$ cat src/rtl/mrl_pkg.sv
// Shared types and default widths for the memory-to-register block-copy engine.
package mrl_pkg;

    localparam int MRL_DATA_W = 32;
    localparam int MRL_MEM_AW = 6;
    localparam int MRL_REG_AW = 5;

    typedef enum logic [1:0] {
        IDLE  = 2'd0,
        READ  = 2'd1,
        DRAIN = 2'd2,
        DONE  = 2'd3
    } mrl_state_t;

endpackage

$ cat src/rtl/mrl_wr_stage.sv
// Write stage of the copy engine: delays the write-valid flag and the destination
// register address by one cycle so they line up with the RAM read data.
module mrl_wr_stage
    import mrl_pkg::*;
#(
    parameter int REG_AW = MRL_REG_AW
) (
    input  logic              clk,
    input  logic              Reset,
    input  logic              rd_valid,
    input  logic [REG_AW-1:0] rd_reg_addr,
    output logic              wr_valid,
    output logic [REG_AW-1:0] wr_reg_addr
);

    // One-cycle delay matching the RAM read latency; the address holds between copies
    always_ff @(posedge clk) begin
        if (Reset) begin
            wr_valid    <= 1'b0;
            wr_reg_addr <= '0;
        end else begin
            wr_valid <= rd_valid;
            if (rd_valid) begin
                wr_reg_addr <= rd_reg_addr;
            end
        end
    end

endmodule

$ cat src/rtl/mem_reg_loader.sv
// Block-copy engine: reads N consecutive RAM words and writes them into consecutive
// register-file entries, one word per cycle, one cycle behind the RAM address.
// Optional feature: define MRL_CHECKSUM_EN to build the XOR checksum accumulator.
//
//   state | meaning
//   IDLE  | waiting for start; latches bases and count on accept
//   READ  | issuing one RAM address per cycle
//   DRAIN | last register write for the final address
//   DONE  | one-cycle completion pulse, start ignored
module mem_reg_loader
    import mrl_pkg::*;
#(
    parameter int DATA_W = MRL_DATA_W,
    parameter int MEM_AW = MRL_MEM_AW,
    parameter int REG_AW = MRL_REG_AW
) (
    input  logic              clk,
    input  logic              Reset,
    input  logic              start,
    input  logic [MEM_AW-1:0] mem_base,
    input  logic [REG_AW-1:0] reg_base,
    input  logic [MEM_AW-1:0] count,
    output logic              busy,
    output logic              done,
    output logic [MEM_AW-1:0] mem_addr,
    output logic              mem_we,
    input  logic [DATA_W-1:0] mem_rdata,
    output logic              reg_we,
    output logic [REG_AW-1:0] reg_waddr,
    output logic [DATA_W-1:0] reg_wdata,
    output logic [DATA_W-1:0] checksum
);

    mrl_state_t        state;
    mrl_state_t        next_state;
    logic              accept;
    logic              rd_valid;
    logic [REG_AW-1:0] reg_ptr;
    logic [MEM_AW-1:0] remaining;

    // State register
    always_ff @(posedge clk) begin
        if (Reset) begin
            state <= IDLE;
        end else begin
            state <= next_state;
        end
    end

    // Next-state and control decode
    always_comb begin
        next_state = state;
        accept     = 1'b0;
        rd_valid   = 1'b0;
        busy       = 1'b0;
        done       = 1'b0;
        case (state)
            IDLE: begin
                if (start) begin
                    accept     = 1'b1;
                    next_state = (count == '0) ? DONE : READ;
                end
            end
            READ: begin
                busy     = 1'b1;
                rd_valid = 1'b1;
                if (remaining == MEM_AW'(1)) begin
                    next_state = DRAIN;
                end
            end
            DRAIN: begin
                busy       = 1'b1;
                next_state = DONE;
            end
            DONE: begin
                done       = 1'b1;
                next_state = IDLE;
            end
            default: next_state = IDLE;
        endcase
    end

    // Address pointers and remaining-word down-counter; mem_addr stays on the last
    // issued address so it only moves while reading
    always_ff @(posedge clk) begin
        if (Reset) begin
            mem_addr  <= '0;
            reg_ptr   <= '0;
            remaining <= '0;
        end else if (accept) begin
            reg_ptr   <= reg_base;
            remaining <= count;
            if (count != '0) begin
                mem_addr <= mem_base;
            end
        end else if (rd_valid) begin
            reg_ptr   <= reg_ptr + REG_AW'(1);
            remaining <= remaining - MEM_AW'(1);
            if (remaining != MEM_AW'(1)) begin
                mem_addr <= mem_addr + MEM_AW'(1);
            end
        end
    end

    mrl_wr_stage #(
        .REG_AW (REG_AW)
    ) u_wr_stage (
        .clk         (clk),
        .Reset       (Reset),
        .rd_valid    (rd_valid),
        .rd_reg_addr (reg_ptr),
        .wr_valid    (reg_we),
        .wr_reg_addr (reg_waddr)
    );

    assign mem_we    = 1'b0;
    assign reg_wdata = mem_rdata;

`ifdef MRL_CHECKSUM_EN
    logic [DATA_W-1:0] csum_q;

    // XOR of every word written since the last accepted start
    always_ff @(posedge clk) begin
        if (Reset) begin
            csum_q <= '0;
        end else if (accept) begin
            csum_q <= '0;
        end else if (reg_we) begin
            csum_q <= csum_q ^ mem_rdata;
        end
    end

    assign checksum = csum_q;
`else
    assign checksum = '0;
`endif

endmodule

$ cat config.mk
export PLATFORM = sky130hd
export DESIGN_NAME = mem_reg_loader
export DESIGN_NICKNAME = d
export VERILOG_FILES = /design/src/rtl/mrl_pkg.sv /design/src/rtl/mrl_wr_stage.sv /design/src/rtl/mem_reg_loader.sv
export SDC_FILE = /design/constraint.sdc
export NUM_CORES = 1
export LEC_CHECK = 0
export ABC_CLOCK_PERIOD_IN_PS = 1800
export CAP_MARGIN = 20
export CORE_UTILIZATION = 35
export CTS_BUF_LIST = sky130_fd_sc_hd__clkbuf_16
export DETAILED_ROUTE_END_ITERATION = 8
export GPL_ROUTABILITY_DRIVEN = 0
export PLACE_DENSITY_LB_ADDON = 0.05
export REMOVE_ABC_BUFFERS = 1
export SLEW_MARGIN = 5
export SYNTH_ARGS = -nofsm -noshare
export SYNTH_HDL_FRONTEND = slang
export SYNTH_HIERARCHICAL = 1
export SYNTH_SLANG_ARGS = --single-unit
$ cat constraint.sdc
create_clock -name clk -period 1.8 [get_ports clk]
set_input_delay 0.18 -clock clk [delete_from_list [all_inputs] [get_ports clk]]
set_output_delay 0.18 -clock clk [all_outputs]
set_load 0.05 [all_outputs]
* After elaboration in Yosys (flattened, before gate mapping)
Index checks and enable logic that the tools add are counted.
** Storage, ports and cells
- Register bits after elaboration :: 25
- Input bits :: 52
** Operators by class
- Add/sub/neg operators :: 3
- Equality and inequality tests :: 8
- Mux-type cells :: 17
- Reductions and logical operators :: 8
** Operators with widths (count)
- $mux W6 :: 6
- $mux W5 :: 2
- $pmux W2 S4 :: 1
- $add A6 B1 Y6 const B :: 1
- $eq A6 B1 Y1 const B :: 1
- $logic_not A6 Y1 :: 1
- $mux W2 :: 3
- $ne A6 B1 Y1 const B :: 1
- $reduce_bool A6 Y1 :: 1
- $sub A6 B1 Y6 const B :: 1
- $add A5 B1 Y5 const B :: 1
- $mux W1 :: 5
- $eq A2 B2 Y1 const B :: 2
- $ne A2 B2 Y1 const B :: 2
- $reduce_bool A2 Y1 :: 2
- $reduce_and A3 Y1 :: 1
- $eq A2 B1 Y1 const B :: 1
- $logic_not A2 Y1 :: 1
- $ne A2 B1 Y1 const B :: 1
- $reduce_and A2 Y1 :: 1
- $reduce_or A2 Y1 :: 1

* Longest topological paths before layout
- Depth after elaboration :: 4
- Gate-level depth with buffers :: 7

* Hierarchy
Netlist, hierarchy kept.
** Modules (own cells, without submodules)
- mem_reg_loader :: times used 1, cells an instance 200, area an instance 1644.1 sq um, sequential area each 380.4 sq um
- mrl_wr_stage :: times used 1, cells an instance 18, area an instance 206.4 sq um, sequential area each 120.1 sq um

* Worst setup path after synthesis
Ideal clock, no wire load.
- Path kind :: flip-flop to flip-flop
- Start :: register state[0]
- End :: register mem_addr[0]
- Arrival :: 1.568 ns
- Path slack :: 0.146 ns
- Stages on the path, launching flop included :: 7
- Clock period less this slack :: 1.654 ns
- Cells stage by stage :: dfxtp_1 -> inv_1 -> ha_1 -> nand2_1 -> a21oi_1 -> o22ai_1 -> a221oi_2
** Between the ends
- Word-level cells in the longest chain between the ends :: 4
** Ends and longest elaborated chain
- start: declaration :: RTL line mem_reg_loader.sv:34 : mrl_state_t state;
- start signal: assignment :: RTL line mem_reg_loader.sv:46 : state <= next_state;
- $logic_not A2 Y1 / $eq A2 B1 Y1 (equally long branches) :: RTL line mem_reg_loader.sv:57 : case (state)
- $mux W1 :: RTL line mem_reg_loader.sv:57
- $ne A2 B1 Y1 (no source line) / $reduce_bool A2 Y1 (equally long branches)
- $reduce_and A3 Y1 (no source line)
- end signal: assignment :: RTL line mem_reg_loader.sv:94 : mem_addr <= mem_base;
- end signal: assignment :: RTL line mem_reg_loader.sv:100 : mem_addr <= mem_addr + MEM_AW'(1);
- end: declaration :: RTL line mem_reg_loader.sv:25 : output logic [MEM_AW-1:0] mem_addr,
Parallel ways exist; a longest one is shown, timed or not.
A chain may end at the register's enable or synchronous reset.

* Worst setup path in the final report
- Start :: register mem_addr[3]
- End :: output mem_addr[3]
No word-level cell between the ends.

==> impl_metrics.csv <==
group,metric,value,unit
logic_synthesis,ys.warnings.count,6,
floorplanning,core-area,5110,sq um
timing,final.period_utilization,94.6,%
route,drt.antenna.violating_nets,0,
cts,ctsResizeCount,0,
route,drt_first_iter_violations,49,
worst_setup_path,cp_slowest_cell,"clkdlybuf4s50_1",
worst_setup_path,critPathMaxStageDelay,0.84,ns
finish,post_layout_nonfiller_instances,294,
finish,layout-drive-gt1-share,9.82,%
worst_setup_path,timing.critical_path.arrival,1.52,ns
finish,layout.core_utilization,39.5,%
cts,cts-htree-levels,1,
hold_path,hold-path-cell-count,0,
worst_setup_path,r2r_slack,0.1,ns
logic_synthesis,multiplexer_share_of_the_synthesized_area,3.25,%
logic_synthesis,synth_sequential_area_ratio,27.0,%
timing,timing_worst_slew_pin_value,0.503,ns
cts,cts_tree,"done",
cts,tritoncts.num_buffers,3,
floorplanning,initial_core_util,36.2,%
worst_setup_path,reg2reg_from,"remaining[2]$_SDFFE_PP0P_",
finish,stdcell_area,2020,sq um
global_route,grt_most_used_layer,"met1",
timing,period_needed,1.70,ns
logic_synthesis,compound_gate_portion_of_the_synthesized_area,16.0,%
global_route,grt_overflow_total,0,
finish,highest_count_cells_in_the_layout_ignoring_fill_and_taps,"33 x conb_1, 31 x clkdlybuf4s50_1, 25 x dfxtp_1, 18 x nor2_1, 13 x nand2_1",
logic_synthesis,number_of_enable_flip_flop_cells_after_synthesis,0,
worst_setup_path,criticalPathCategory,"reg2out",
logic_synthesis,ys_async_sr_fraction,0,%
logic_synthesis,synth_xor_area_share,4.26,%
global_route,gr_util_all_layers,18.0,%
floorplanning,height_of_the_die,74.7,um
logic_synthesis,synth_area_per_cell,8.49,sq um
cts,clk_latency,0.26,ns
logic_synthesis,yosys_most_used_dff,"dfxtp_1",
finish,finalNetCount,286,
placed_design,hpwlAfterDp,3580,um
hold_path,hold_path_startpoint,"mem_rdata[10]",
finish,antennaDiodeCount,0,
pwr,worst_ir_drop_vdd,0.881,mV
floorplanning,num_rows,26,
flow_run,maxCapViolations,0,
route,vias,1402,
cts,count_of_hold_fix_buffers_inserted_at_cts,0,
cts,clock-root-buffer,"clkbuf_16",
route,routedWlPerCell,16.1,um
route,via_per_inst,4.77,
worst_setup_path,worstPathBufferInverterCount,1,
floorplanning,ioPinCount,131,
timing,fin_setup_tns,0,ns
global_route,largest_net_degree_at_the_start_of_global_routing,22,
worst_setup_path,worst-path-max-fanout,6,
worst_setup_path,crit_path_cell_trace,"clkdlybuf4s50_1",
logic_synthesis,post_syn_area,1850,sq um
timing,timing.final.max_slew_violations,0,
cts,cts-root-to-sink-buffers,2,
worst_setup_path,endpoint_kind,"output pin",
global_route,grt_pass1_wl,7160,um
hold_path,worst_hold_path_type,"in2out",
timing,grt_setup_unrepaired,"yes",
worst_setup_path,worst_r2r_path_depth,4,
finish,layout.cells.most_common,"conb_1",
outcome,outcome,"complete, no violations",
logic_synthesis,synth_area_in_simple_gates,13.1,%
placed_design,place_area,1940,sq um
timing,final-hold-violation-count,0,
global_route,grt_util_met1,23.2,%
logic_synthesis,synth-seq-cells,25,
pwr,power-per-cell-area,1670,nW/um^2
logic_synthesis,synth.lib_cells_used.distinct,43,
placed_design,port_buffers,33,
global_route,antenna_violations_before_repair,0,
route,detail_route.drc_violations,0,
route,routed_wl,4740,um
timing,max_freq,587,MHz
worst_setup_path,timing.rr.end,"mem_addr[0]$_SDFFE_PP0P_",
logic_synthesis,syn-instance-count,218,
cts,cts_clock_pin_slew_for_the_worst_setup_and_hold_paths,0.07,ns
logic_synthesis,synth_fa_ha_area_share,6.09,%
timing,setup-violations-final,0,
floorplanning,die-width,74.7,um
timing,final.setup_skew,0.00372,ns
pwr,power.static_leakage,0.815,nW
floorplanning,die_area,5580,sq um
hold_path,worst_hold_path.endpoint,"reg_wdata[10]",
global_route,groute.layer.met2.usage,21.7,%
placed_design,dp_cells,290,
worst_setup_path,path_delay_family,"buffers and inverters",
timing,max_slew_margin,66.3,%
timing,finalWorstSetupSlack,0.0966,ns
logic_synthesis,synth_top_family_by_area,"buffers and inverters",
route,drt-pass1-iter-count,4,
finish,area_delta_synth_final,9.06,%
global_route,grt_pass1_vias,1282,
worst_setup_path,cp_data_required_time,1.62,ns
finish,fill_cells,540,
worst_setup_path,worstSetupStartpointType,"flop",
global_route,global_route.usage.met3,13.4,%
cts,cts_setup_buffers,0,
placed_design,dp_slack,0.0720,ns
cts,clock_sinks,25,
-- synth_stat cells, drive strengths merged (3+ instances only) --
library cell  instances  area [sq um]
nand3                 3          15.0
dfxtp                25           500
a311oi                3          32.5
nor2                 18          67.6
mux2i                 6          60.1
a211oi               10          75.1
xor2                  5          43.8
a21oi                 7          35.0
buf                  68           514
ha                    9           113
inv                   6          22.5
nand2                13          48.8
xnor2                 4          35.0
o21ai                 3          15.0
clkbuf                5          18.8
-- flip-flops by register name, indices dropped and copies added, names as in the netlist --
| signal | cells |
|---|---|
| mem_addr | 6 |
| remaining | 6 |
| reg_ptr | 5 |
| u_wr_stage/wr_reg_addr | 5 |
| state | 2 |
| u_wr_stage/wr_valid | 1 |
-- per-layer routing --
metal,up-vias,wire [um]
met5,-,0
met4,0,51
met3,5,694
met2,96,1820
met1,642,2170
li1,659,-
-- layout make-up --
cell class,count,area [sq um],share of cell area [%]
multi-input cells,146,915,45.3
clock buffers,3,75.1,3.72
inverters,6,22.5,1.12
repair buffers,43,413,20.5
well taps,70,87.6,4.34
clock inverters,1,5.00,0.248
flip-flops and latches,25,500,24.8
-- cells by family after synthesis --
kind of cell,count (synthesis)
other cells,1
xor+xnor,9
buf+inv,79
mux,6
flops,25
fa+ha+maj,9
simple gates,50
compound gates,39
-- worst max-delay path by stage --
| stage | from | endpoint | slack (ns) | cells after the start |
|---|---|---|---|---|
| CTS | mem_addr[3]$_SDFFE_PP0P_ | mem_addr[3] | 0.08 | 1 |
| floorplan | state[0]$_SDFFE_PP0P_ | mem_addr[0]$_SDFFE_PP0P_ | -0.18 | 6 |
| global placement | count[2] | mem_addr[0]$_SDFFE_PP0P_ | 0.09 | 6 |
| finish | mem_addr[3]$_SDFFE_PP0P_ | mem_addr[3] | 0.1 | 1 |
| detailed placement | count[2] | mem_addr[0]$_SDFFE_PP0P_ | 0.07 | 6 |
| global route | state[1]$_SDFFE_PP0P_ | mem_addr[0]$_SDFFE_PP0P_ | -0.007 | 7 |
-- through the flow --
| step | hold WS (ns) | total power [mW] |
|---|---|---|
| after floorplan | 0.246 | 2.27 |
| after global placement | 0.360 | 2.85 |
| after detailed placement | 0.360 | 2.87 |
| after CTS | 0.360 | 3.40 |
| after global routing | 0.360 | 3.61 |
| final | 0.360 | 3.37 |
-- where the power goes --
part	total, mW	internal, mW	switching [mW]
Clock	0.511	0.300	0.211
Combinational	1.94	0.789	1.15
Sequential	0.922	0.744	0.178
Power figures use the tool's default switching activity.
